## src/rtl/uart_frame_shifter_if.sv

```systemverilog
// Parallel/serial handshake bundle for uart_frame_shifter.
// master drives the transmit word and strobes; slave is the shifter itself.
interface uart_frame_shifter_if #(
  parameter int DATA_W = 8
);
  logic [DATA_W-1:0] data;
  logic              load;
  logic              shift;
  logic              shift_in;
  logic              tx_data;
  logic              busy;
  logic              done;
  logic [DATA_W-1:0] data_received;
  logic              rx_parity_err;
  logic              rx_framing_err;

  modport master (
    output data, load, shift, shift_in,
    input  tx_data, busy, done, data_received, rx_parity_err, rx_framing_err
  );

  modport slave (
    input  data, load, shift, shift_in,
    output tx_data, busy, done, data_received, rx_parity_err, rx_framing_err
  );
endinterface

```

## src/rtl/uart_frame_shifter.sv

```systemverilog
// UART frame shifter: serialises one start/data/parity/stop frame LSB first
// while shifting a frame in from shift_in, then checks the captured frame.
module uart_frame_shifter #(
  parameter int DATA_W    = 8,
  parameter int PARITY    = 0,
  parameter int STOP_BITS = 1
) (
  input  logic                 clock,
  input  logic                 reset,
  uart_frame_shifter_if.slave  bus
);

  localparam int   PAR_W   = (PARITY != 0) ? 1 : 0;
  localparam int   FRAME_W = 1 + DATA_W + PAR_W + STOP_BITS;
  localparam int   CNT_W   = $clog2(FRAME_W + 1);
  localparam logic ODD_PAR = (PARITY == 2);

  typedef enum logic {IDLE, SHIFT} state_t;

  state_t             state_reg, state_next;
  logic [FRAME_W-1:0] frame_reg, frame_next;
  logic [CNT_W-1:0]   cnt_reg, cnt_next;
  logic               done_reg;
  logic [DATA_W-1:0]  data_received_reg;
  logic               rx_parity_err_reg;
  logic               rx_framing_err_reg;

  logic               load_accept;
  logic               shift_accept;
  logic               last_shift;
  logic [FRAME_W-1:0] load_frame;
  logic [FRAME_W-1:0] shifted_frame;
  logic               rx_parity_bad;
  logic               rx_framing_bad;
  logic [STOP_BITS-1:0] stop_ok;
  logic               tx_bit;
  logic               busy_bit;

  // Load beats shift in IDLE; in SHIFT only the strobe matters.
  assign load_accept   = (state_reg == IDLE)  && bus.load;
  assign shift_accept  = (state_reg == SHIFT) && bus.shift;
  assign last_shift    = shift_accept && (cnt_reg == CNT_W'(FRAME_W - 1));
  assign shifted_frame = {bus.shift_in, frame_reg[FRAME_W-1:1]};

  generate
    if (PAR_W == 1) begin : g_parity
      logic tx_par;
      assign tx_par        = (^bus.data) ^ ODD_PAR;
      assign load_frame    = {{STOP_BITS{1'b1}}, tx_par, bus.data, 1'b0};
      assign rx_parity_bad = shifted_frame[DATA_W+1] ^ (^shifted_frame[DATA_W:1]) ^ ODD_PAR;
    end else begin : g_no_parity
      assign load_frame    = {{STOP_BITS{1'b1}}, bus.data, 1'b0};
      assign rx_parity_bad = 1'b0;
    end
  endgenerate

  // Stop bits occupy the top of the frame, outermost last.
  generate
    for (genvar gi = 0; gi < STOP_BITS; gi++) begin : g_stop
      assign stop_ok[gi] = shifted_frame[FRAME_W-1-gi];
    end
  endgenerate

  assign rx_framing_bad = shifted_frame[0] | ~(&stop_ok);

  always_ff @(posedge clock or negedge reset) begin
    if (!reset) begin
      state_reg <= IDLE;
    end else begin
      state_reg <= state_next;
    end
  end

  always_comb begin
    state_next = state_reg;
    case (state_reg)
      IDLE:    if (load_accept) state_next = SHIFT;
      SHIFT:   if (last_shift)  state_next = IDLE;
      default: state_next = IDLE;
    endcase
  end

  always_comb begin
    tx_bit   = 1'b1;
    busy_bit = 1'b0;
    if (state_reg == SHIFT) begin
      tx_bit   = frame_reg[0];
      busy_bit = 1'b1;
    end
  end

  always_comb begin
    frame_next = frame_reg;
    cnt_next   = cnt_reg;
    if (load_accept) begin
      frame_next = load_frame;
      cnt_next   = '0;
    end else if (shift_accept) begin
      frame_next = shifted_frame;
      cnt_next   = cnt_reg + CNT_W'(1);
    end
  end

  always_ff @(posedge clock or negedge reset) begin
    if (!reset) begin
      frame_reg <= '1;
      cnt_reg   <= '0;
      done_reg  <= 1'b0;
    end else begin
      frame_reg <= frame_next;
      cnt_reg   <= cnt_next;
      done_reg  <= last_shift;
    end
  end

  // Captured results follow the post-shift frame and hold until the next completion.
  always_ff @(posedge clock or negedge reset) begin
    if (!reset) begin
      data_received_reg  <= '0;
      rx_parity_err_reg  <= 1'b0;
      rx_framing_err_reg <= 1'b0;
    end else if (last_shift) begin
      data_received_reg  <= shifted_frame[DATA_W:1];
      rx_parity_err_reg  <= rx_parity_bad;
      rx_framing_err_reg <= rx_framing_bad;
    end
  end

  assign bus.tx_data        = tx_bit;
  assign bus.busy           = busy_bit;
  assign bus.done           = done_reg;
  assign bus.data_received  = data_received_reg;
  assign bus.rx_parity_err  = rx_parity_err_reg;
  assign bus.rx_framing_err = rx_framing_err_reg;

endmodule

```

## src/flat_wrapper.sv

```systemverilog
// flat-port wrapper written by rule: the top's interface ports become plain ports
module uart_frame_shifter_flat 
#(
  parameter int DATA_W    = 8,
  parameter int PARITY    = 0,
  parameter int STOP_BITS = 1
)
  (clock, reset, bus_data, bus_load, bus_shift, bus_shift_in, bus_tx_data, bus_busy, bus_done, bus_data_received, bus_rx_parity_err, bus_rx_framing_err);
  uart_frame_shifter_if #(.DATA_W(DATA_W)) bus_i ();
  input  logic clock;
  input  logic reset;
  input wire logic [$bits(bus_i.data)-1:0] bus_data;
  input wire logic [$bits(bus_i.load)-1:0] bus_load;
  input wire logic [$bits(bus_i.shift)-1:0] bus_shift;
  input wire logic [$bits(bus_i.shift_in)-1:0] bus_shift_in;
  output wire logic [$bits(bus_i.tx_data)-1:0] bus_tx_data;
  output wire logic [$bits(bus_i.busy)-1:0] bus_busy;
  output wire logic [$bits(bus_i.done)-1:0] bus_done;
  output wire logic [$bits(bus_i.data_received)-1:0] bus_data_received;
  output wire logic [$bits(bus_i.rx_parity_err)-1:0] bus_rx_parity_err;
  output wire logic [$bits(bus_i.rx_framing_err)-1:0] bus_rx_framing_err;
  assign bus_i.data = bus_data;
  assign bus_i.load = bus_load;
  assign bus_i.shift = bus_shift;
  assign bus_i.shift_in = bus_shift_in;
  assign bus_tx_data = bus_i.tx_data;
  assign bus_busy = bus_i.busy;
  assign bus_done = bus_i.done;
  assign bus_data_received = bus_i.data_received;
  assign bus_rx_parity_err = bus_i.rx_parity_err;
  assign bus_rx_framing_err = bus_i.rx_framing_err;
  uart_frame_shifter #(.DATA_W(DATA_W), .PARITY(PARITY), .STOP_BITS(STOP_BITS)) u_core (.clock(clock), .reset(reset), .bus(bus_i));
endmodule
```

## config.mk

```make
export PLATFORM = sky130hd
export DESIGN_NAME = uart_frame_shifter_flat
export DESIGN_NICKNAME = d
export VERILOG_FILES = /design/src/rtl/uart_frame_shifter_if.sv /design/src/rtl/uart_frame_shifter.sv /design/src/flat_wrapper.sv
export SDC_FILE = /design/constraint.sdc
export NUM_CORES = 1
export LEC_CHECK = 0
export CORE_MARGIN = 3
export CORE_UTILIZATION = 50
export CTS_CLUSTER_SIZE = 10
export DETAILED_ROUTE_END_ITERATION = 6
export GPL_ROUTABILITY_DRIVEN = 0
export PLACE_DENSITY_LB_ADDON = 0.05
export SYNTH_ARGS = -nofsm -noshare
export SYNTH_HDL_FRONTEND = slang
export SYNTH_SLANG_ARGS = --single-unit
```

## constraint.sdc

```tcl
create_clock -name clock -period 5 [get_ports clock]
set_clock_uncertainty 0.05 [all_clocks]
set_input_delay 1 -clock clock [delete_from_list [all_inputs] [get_ports clock]]
set_output_delay 1 -clock clock [all_outputs]
set_load 0.01 [all_outputs]
```

==> key figures <==
STA
  – Slew @ Worst Pin: 1.11 ns
  – PnR worst setup slack: 2.00 ns
  – Final Hold Viols: 0
  – # setup viols final: 0
  – Pins over their slew limit: 0
  – Tmin final: 3.00 ns
  – TNS Setup: 0 ns
  – RSZ-0062 raised after global routing: false
  – Fmax: 333 MHz
  – Worst slew margin: 26.0%
  – Tcrit/Tclk final: 60.0%

Die
  – Starting density of the core: 54.6%
  – Die height: 55.9 µm
  – Die Width: 55.9 µm
  – Floorplan row count: 17
  – IO Pins: 26
  – Core area: 2280 µm²
  – Die area: 3120 µm²

Worst setup path
  – Crit-path slowest cell: clkdlybuf4s50_1
  – Worst EP arrival: 3.16 ns
  – CP max FO: 15
  – Critical Path Max Stage Delay: 0.96 ns
  – WP buf/inv: 2
  – Critical path cell sequence: clkdlybuf4s50_1 > nand2_2 > or3_1 > inv_2 > mux2_1
  – Critical path's top delay family: buffers and inverters
  – CP Capture Type: flop
  – Required @ worst endpoint: 5.16 ns
  – WS Path Type: in -> reg
  – Worst setup SP type: input pin

Clock network
  – CTS buffer count: 3
  – CTS tree: yes
  – Clock root buffer: clkbuf_4
  – Post-CTS setup buffer count: 0
  – Clock Sinks: 25
  – Clock tree buffer depth: 2
  – Clock-pin slew on the worst setup and hold paths: 0.13 ns
  – Clk_lat worst skew: 0.31 ns
  – Cts repair resizes: 0
  – Hold_buf cts: 0
  – H-tree lvl count: 1

Synthesis
  – Mean Syn Cell Area: 12.2 µm²
  – Sequential area share after synthesis: 51.4%
  – Syn Inst Count: 102
  – Synth Net Count: 117
  – Ys Warns: 0
  – Top post-synthesis cells by area: dfrtp_1, dfstp_2, mux2_4, mux2i_1, a211oi_1
  – Synth Register Bits: 25
  – Cell variety after synth: 28
  – Share of the synthesized area in the top cell type: 30.2%
  – Area of the mapped netlist: 1240 µm²
  – Yosys top cell by area: dfrtp_1

GRT
  – Largest net degree at the start of global routing: 28
  – Vias in the first global route: 792
  – Antenna violations before repair: 0
  – First-pass GRT wire length: 3.86 mm
  – Gr ovfl total: 0
  – Total track usage: 15.7%

Pwr
  – Pleak: 0.658 nW
  – Comb power frac: 39.1%
  – Internal power: 0.569 mW
  – Clock power frac: 10.6%
  – Pwr Density: 558 nW/µm²
  – Switching Fraction: 31.7%
  – Worst vdd ir: 0.000298 V
  – Total power: 0.833 mW
  – Switching power: 0.264 mW
  – Flop pwr share: 50.3%

Place
  – Pre-CTS WS: 1.64 ns
  – DPL Wire Length: 1.58 mm
  – Placed cell areas: 1470 µm²
  – Port buffer count: 24

Cells and area
  – Area growth, synth to finish: 20.1%
  – Final instance area: 1490 µm²
  – ANT cells: 0
  – # nets final: 138
  – Post-layout util: 65.6%
  – Number of flip-flops in the largest register: 10
  – Layout cells sized above 1: 19.7%

Route
  – Avg Vias per Cell: 5.44
  – Vias post-DR: 816
  – Avg WL per Cell: 15.2 µm
  – Final ANT Viol Nets: 0
  – Remaining routing DRC violations: 0
  – DRT Wirelength: 2.28 mm
  – Detailed Route Iter0 Violations: 3
  – Drt pass-1 iters: 4

Flow run
  – Max cap viols: 0

Outcome
  – Status: finished clean

Worst hold path
  – Min-Delay Path Class: reg -> reg
per-layer routing:
metal | up-vias | GRT usage [%] | part of all wire [%]
met1 | 404 | 23.2 | 49
met3 | 0 | 3.48 | 4.1
met2 | 18 | 23.8 | 47
met5 | - | 0 | 0
met4 | 0 | 3.05 | 0
li1 | 394 | - | -
worst reg2reg max path: stages (launching register included):
cell,delay (ns)
dfrtp_1,0.92
nand2_2,0.08
or3_1,0.63
inv_2,0.15
mux2_1,0.32
synth_stat cells:
master / number
a211oi_1: 8
a21oi_1: 9
a22o_1: 4
buf_2: 2
buf_4: 3
buf_6: 1
clkbuf_1: 2
conb_1: 1
dfrtp_1: 15
dfstp_2: 10
ha_1: 2
inv_1: 1
inv_2: 1
mux2_1: 1
mux2_2: 1
mux2_4: 8
mux2i_1: 9
nand2_1: 2
nand2_2: 1
nand2b_1: 2
nand4_1: 1
nor2_1: 2
nor2b_1: 9
nor3_1: 1
o21ai_0: 2
or3_1: 1
xnor2_1: 2
xor2_1: 1
through the flow:
stage	hold WS (ns)	instances
4_1_cts	0.463	150
3_5_place_dp	0.433	146
5_1_grt	0.481	150
2_1_floorplan	0.468	102
6_report	0.459	150
3_3_place_gp	0.420	146
cell usage in the layout, fill, tap and decap left out:
master           count
clkdlybuf4s50_1     24
dfrtp_1             15
dfstp_2             10
mux2i_1              9
a21oi_1              9
nor2b_1              9
mux2_4               8
a211oi_1             8
a22o_1               4
clkbuf_4             3
nand2_1              2
nand2b_1             2
nor2_1               2
xnor2_1              2
o21ai_0              2
ha_1                 2
inv_1                1
nand2_2              1
or3_1                1
inv_2                1
nor3_1               1
xor2_1               1
mux2_1               1
mux2_2               1
nand4_1              1
conb_1               1
clkbuf_1             1
worst paths after layout:
path                                                  startpoint                                       to  slack [ns]  cells after the start
min                        u_core.bus.rx_framing_err$_DFFE_PN0P_    u_core.bus.rx_framing_err$_DFFE_PN0P_        0.46                      1
min in group asynchronous                                  reset    u_core.bus.rx_framing_err$_DFFE_PN0P_        1.22                      1
max reg2reg                           u_core.state_reg$_DFF_PN0_    u_core.bus.rx_framing_err$_DFFE_PN0P_        2.74                      4
max in group asynchronous                                  reset  u_core.bus.data_received[3]$_DFFE_PN0P_        3.02                      1
max                                                    bus_shift    u_core.bus.rx_framing_err$_DFFE_PN0P_        2.00                      5
min reg2reg                u_core.bus.rx_framing_err$_DFFE_PN0P_    u_core.bus.rx_framing_err$_DFFE_PN0P_        0.46                      1
power groups by stage:
stage	clock network [mW]	logic (mW)	registers, mW
finish	0.0881	0.326	0.419
global route	0.102	0.358	0.437
global placement	0	0.318	0.418
detailed placement	0	0.330	0.424
CTS	0.0918	0.332	0.420
floorplan	0	0.204	0.406
cell families (layout without fill, tap and decap cells):
logic type	count (synthesis)	count (layout)	synth area share, %
adders and majority gates	2	2	2.01
AOI/OAI and AO/OA	23	23	12.1
buffers and inverters	10	30	4.73
DFF	25	25	51.4
xor gates and xnor gates	3	3	2.12
other	1	1	0.302
and+or+nand+nor	19	19	8.66
muxes	19	19	18.7
layout make-up:
| type | count | area [µm²] |
|---|---|---|
| fill | 176 | 783 |
| sequential | 25 | 638 |
| multi-input combinational | 67 | 546 |
| timing repair buffer | 24 | 240 |
| tap | 28 | 35.0 |
| clock buffer | 4 | 26.3 |
| inverter | 2 | 7.51 |
No activity file was read; power rests on OpenSTA's default activity.
